--- config.mk ---
export PLATFORM = sky130hd
export DESIGN_NAME = aes_round_ctrl
export DESIGN_NICKNAME = d
export VERILOG_FILES = /design/src/rtl/aes_pkg.sv /design/src/rtl/aes_rk_mux.sv /design/src/rtl/aes_round_ctrl.sv
export SDC_FILE = /design/constraint.sdc
export NUM_CORES = 1
export LEC_CHECK = 0
export CAP_MARGIN = 10
export CORE_AREA = 4 4 600 602
export CTS_CLUSTER_SIZE = 25
export DETAILED_ROUTE_END_ITERATION = 6
export DIE_AREA = 0 0 604 606
export HOLD_SLACK_MARGIN = 0.02
export PLACE_DENSITY = 0.3
export SETUP_SLACK_MARGIN = 0.5
export SKIP_LAST_GASP = 1
export SLEW_MARGIN = 20
export SYNTH_ARGS = -nofsm -noshare
export SYNTH_HDL_FRONTEND = slang
export SYNTH_SLANG_ARGS = --single-unit
--- constraint.sdc ---
create_clock -name clk -period 5 [get_ports clk]
set_input_delay 1.5 -clock clk [delete_from_list [all_inputs] [get_ports clk]]
set_output_delay 1.5 -clock clk [all_outputs]
set_load 0.02 [all_outputs]
--- src/rtl/aes_pkg.sv ---
`default_nettype none
// ============================================================================
//  Module      : aes_pkg
//  Description : Shared widths and controller state encoding for the AES-128
//                round controller slice.
//  Revision    : 1.0
// ============================================================================
package aes_pkg;

    localparam int NR      = 10;
    localparam int KEY_W   = 128;
    localparam int SCHED_W = 1408;
    localparam int RIDX_W  = 4;

    typedef enum logic [1:0] {
        IDLE  = 2'd0,
        KEXP  = 2'd1,
        ROUND = 2'd2,
        DONE  = 2'd3
    } state_e;

endpackage
`default_nettype wire

--- src/rtl/aes_rk_mux.sv ---
`default_nettype none
// ============================================================================
//  Module      : aes_rk_mux
//  Description : Selects the 128-bit round key for round_idx from the packed
//                key schedule; indices beyond the last round give zero.
//  Revision    : 1.0
// ============================================================================
module aes_rk_mux
    import aes_pkg::*;
#(
    parameter int NR = 10
) (
    input  logic [SCHED_W-1:0] ke_schedule,
    input  logic [RIDX_W-1:0]  round_idx,
    output logic [KEY_W-1:0]   rk
);

    always_comb begin
        rk = '0;
        for (int i = 0; i <= NR; i++) begin
            if (round_idx == RIDX_W'(i)) begin
                rk = ke_schedule[KEY_W*i +: KEY_W];
            end
        end
    end

endmodule
`default_nettype wire

--- src/rtl/aes_round_ctrl.sv ---
`default_nettype none
// ============================================================================
//  Module      : aes_round_ctrl
//  Description : Sequences key expansion and the 11 round steps of one AES-128
//                encryption, with valid/ready handshakes on both block sides.
//  Revision    : 1.0
// ============================================================================
module aes_round_ctrl
    import aes_pkg::*;
#(
    parameter int NR         = 10,
    parameter int KE_TIMEOUT = 64
) (
    input  logic               clk,
    input  logic               rst,
    input  logic               key_load,
    output logic               ke_start,
    input  logic               ke_finish,
    input  logic [SCHED_W-1:0] ke_schedule,
    input  logic               in_valid,
    output logic               in_ready,
    output logic               rnd_load,
    output logic               rnd_en,
    output logic               rnd_final,
    output logic [RIDX_W-1:0]  round_idx,
    output logic [KEY_W-1:0]   rk,
    output logic               out_valid,
    input  logic               out_ready,
    output logic               key_valid,
    output logic               busy,
    output logic               err
);

    localparam int CNT_W = $clog2(KE_TIMEOUT + 1);

    state_e             state_q,     state_d;
    logic [RIDX_W-1:0]  round_idx_q, round_idx_d;
    logic               key_valid_q, key_valid_d;
    logic [CNT_W-1:0]   cnt_q,       cnt_d;
    logic               err_q,       err_d;

    always_ff @(posedge clk) begin
        if (rst) begin
            state_q     <= IDLE;
            round_idx_q <= '0;
            key_valid_q <= 1'b0;
            cnt_q       <= '0;
            err_q       <= 1'b0;
        end else begin
            state_q     <= state_d;
            round_idx_q <= round_idx_d;
            key_valid_q <= key_valid_d;
            cnt_q       <= cnt_d;
            err_q       <= err_d;
        end
    end

    always_comb begin
        state_d     = state_q;
        round_idx_d = round_idx_q;
        key_valid_d = key_valid_q;
        cnt_d       = cnt_q;
        err_d       = 1'b0;
        ke_start    = 1'b0;
        in_ready    = 1'b0;
        rnd_load    = 1'b0;
        rnd_en      = 1'b0;
        rnd_final   = 1'b0;
        out_valid   = 1'b0;

        case (state_q)
            IDLE: begin
                in_ready = key_valid_q & ~key_load;
                if (key_load) begin
                    state_d     = KEXP;
                    key_valid_d = 1'b0;
                    cnt_d       = '0;
                end else if (in_valid && in_ready) begin
                    rnd_load    = 1'b1;
                    state_d     = ROUND;
                    round_idx_d = RIDX_W'(1);
                end
            end
            KEXP: begin
                ke_start = (cnt_q == '0);
                cnt_d    = cnt_q + CNT_W'(1);
                err_d    = key_load;
                // The engine still shows the previous finish level on its start cycle.
                if (ke_finish && (cnt_q != '0)) begin
                    key_valid_d = 1'b1;
                    state_d     = IDLE;
                end else if (cnt_q == CNT_W'(KE_TIMEOUT - 1)) begin
                    err_d   = 1'b1;
                    state_d = IDLE;
                end
            end
            ROUND: begin
                rnd_en    = 1'b1;
                rnd_final = (round_idx_q == RIDX_W'(NR));
                err_d     = key_load;
                if (rnd_final) begin
                    state_d = DONE;
                end else begin
                    round_idx_d = round_idx_q + RIDX_W'(1);
                end
            end
            DONE: begin
                out_valid = 1'b1;
                err_d     = key_load;
                if (out_ready) begin
                    state_d     = IDLE;
                    round_idx_d = '0;
                end
            end
            default: state_d = IDLE;
        endcase
    end

    aes_rk_mux #(
        .NR (NR)
    ) u_rk_mux (
        .ke_schedule (ke_schedule),
        .round_idx   (round_idx_q),
        .rk          (rk)
    );

    assign round_idx = round_idx_q;
    assign key_valid = key_valid_q;
    assign err       = err_q;
    assign busy      = (state_q != IDLE);

endmodule
`default_nettype wire

==> impl_results.md <==
- Cell Chain, Critical Path: clkdlybuf4s50_1 > nand2_1 > a21oi_2 > buf_4 > a21o_4 > buf_12
- Layout cells sized above 1: 22.29%
- Max Buffers Root-to-Sink: 2
- Total Routed Length: 351,600 um
- Critical path class: in -> out
- Max stage delay on crit path: 0.53 ns
- Min-Delay Path Class: reg -> reg
- Multi-input logic area: 13,180 um^2
- Final setup vio count: 0
- RD Place Congestion: 0.9136
- Slew of the pin with the lowest slew margin: 0.9726 ns
- Worst slew margin: 35.16%
- Mean post-synth cell area: 6.043 um^2
- Predominant post-synthesis flop cell: dfxtp_1
- CTS buffer count: 3
- Post-layout util: 11.38%
- GRT Overall Usage: 18.09%
- Area growth syn-to-layout: 219.9%
- Number of fill cells in the layout: 41,210
- Post-synth EDFFs: 0
- DRC viols: 0
- Yosys cell types: 60
- Final Slew Violations: 0
- Clk_skew: 0.01045 ns
- Slowest CP cell: clkdlybuf4s50_1
- Register area: 311.5 um^2
- CTS tree: yes
- Core area: 354,800 um^2
- Antenna viol nets, final: 0
- Crit path time final: 4.516 ns
- Final period utilization: 90.32%
- Pwr Total: 2.505 mW
- Crit. End Element: primary output
- Clk Latency, worst-skew pair: 0.27 ns
- Min Hold Slack: 0.5827 ns
- Max Cap Viol: 0
- DRT iter0 DRCs: 2,036
- Dpl hpwl: 309,000 um
- Yosys warns: 0
- Syn_nets: 3,509
- Io pins: 1,555
- Vias in the first global route: 28,660
- Fraction of registers with async set/reset: 0%
- Setup crit start kind: input pin
- CP arrival: 3.02 ns
- CTS Root Cell: clkbuf_16
- CTS H-tree lvls: 1
- F_max: 221.4 MHz
- Required time of the critical path: 3.50 ns
- Die Y: 606 um
- Cells after Synth: 2,089
- DR pass1 iterations: 6
- Register bit total from synthesis: 15
- Leak: 14.55 nW
- First-pass GRT wire length: 413,600 um
- Row count: 219
- Vias post-DR: 28,560
- Routed wire per std cell: 40.79 um
- Pwr dens: 62.04 nW/um^2
- RSZ-0062 raised after global routing: true
- Vias/cell: 3.312
- Largest net degree at the start of global routing: 89
- Fin nets: 5,158
- Worst Path Max Fanout: 1
- Worst VDD drop: 0.00007862 V
- CTS clk-pin slew, worst paths: 0.06 ns
- Part of the Yosys area used for sequential elements: 2.379%
- Mapped cell area: 12,620 um^2
- Clk sinks: 15
- Initial core utilization: 3.557%
- Grt ovf: 0
- Buffers on Ports: 1,554
- Run status: complete, no violations
- DIE WIDTH: 604 um
- Die area: 366,000 um^2
- Initial antenna violation count: 350
- Final hold violation count: 0
## worst max-delay path: cells and delay by family
kind | cells | cell delay (ns)
buffers and inverters | 3 | 0.85
AO/OA/AOI/OAI | 2 | 0.47
AND/OR/NAND/NOR | 1 | 0.17
## what timing repair did
item | in CTS | in global routing
setup buffers | 23 | 26
hold buffers | 0 | 0
gates cloned | 4 | 3
endpoints found under the hold margin | 0 | 0
setup endpoints to repair | 128 | 101
pin swaps | 159 | 112
gates resized for setup | 596 | 193
## synth_stat cells, types with 2 or more instances
cell         n  area [um^2]
a221o_1      6        60.06
o21a_1       5        37.54
a221oi_1   239         2093
o211ai_1     8        60.06
mux2i_1      3        30.03
buf_4        2        15.01
buf_2       48        240.2
o221ai_1     3        26.28
a22oi_1     14        105.1
and2_1       5        31.28
inv_1       13        48.80
o32a_1       2        20.02
o22ai_1    133        832.1
nand2_1    142        533.0
a2bb2oi_1    3        26.28
o2bb2ai_1  114        998.5
a21oi_1    266         1331
o211a_1      2        20.02
nand2b_1     2        12.51
a211oi_1     3        22.52
nand3_1     13        65.06
clkbuf_1   198        743.2
o21ai_0    295         1476
a21o_1     116        870.8
o21ai_1     76        380.4
nor3b_1      2        15.01
a311oi_1     2        17.52
or3_1        3        18.77
nor2_1     150        563.0
a22o_1     121         1060
ha_1         6        75.07
nor3_1       5        25.02
and3_1       2        12.51
nor2b_1      7        43.79
a2111oi_0    2        17.52
o31ai_1      2        15.01
buf_1       36        135.1
dfxtp_1     15        300.3
a31oi_1      4        25.02
## path summary, 6_finish.rpt
kind	startpoint	end	slack (ns)	cells past startpoint
worst max-delay path	ke_schedule[944]	rk[48]	0.48	6
worst min-delay path	cnt_q[1]	cnt_q[1]	0.58	2
worst max register to register	round_idx[1]	round_idx[1]	2.33	10
worst min register to register	cnt_q[1]	cnt_q[1]	0.58	2
## power breakdown
part,switching [mW],internal [mW],leakage (nW)
sequential,0.00180,0.120,0.124
clock,0.0694,0.108,0.0417
combinational,0.862,1.34,14.4
total,0.933,1.57,14.5
## sequential cells by signal, summed over array words and instances, names as in the netlist
name / count
cnt_q: 7
round_idx: 4
state_q: 2
err: 1
key_valid: 1
## layout make-up
class	count	area share (%)
repair buffers	1928	50.69
clock buffers	3	0.1859
well taps	4751	14.72
inverters	14	0.1673
clock inverters	1	0.01240
multi-input cells	1776	32.63
diodes	133	0.8243
flip-flops and latches	15	0.7716
## stage by stage
step	TNS, ns	std cells	setup slack [ns]	instance area [um^2]
detailed placement	-2.142	8428	-0.4921	37180
global placement	-7.210	8423	-2.426	37120
CTS	0	8459	0.3078	39050
finish	0	8621	0.4841	40380
global route	0	8580	0.4311	40270
floorplan	0	2089	0.5313	12620
## cell usage in the layout (no fill, tap or decap), drive strengths merged, types with 15 or more instances in the layout
cell,netlist,final
a21o,116,116
dfxtp,15,15
o21ai,371,371
dlygate4sd2,0,169
a22o,121,121
o2bb2ai,114,114
nor2,151,151
a21oi,266,266
a221oi,239,239
clkdlybuf4s50,0,1168
diode,0,133
buf,86,501
o22ai,133,133
nand2,142,142
dlymetal6s2s,0,65
## cell families after synthesis
group,Yosys count,share of synthesized area (%)
AOI/OAI and AO/OA,1424,75.89
buffers and inverters,298,9.396
muxes,5,0.4163
adders and majority gates,6,0.5947
and+or+nand+nor,341,11.32
DFF,15,2.379
## routing by layer
metal  track usage (%)  routed length (um)
met1             20.06              131000
met4             5.479               13570
met3             6.263               30830
met5                 0                1039
met2             32.30              175200
Power figures use the tool's default switching activity.
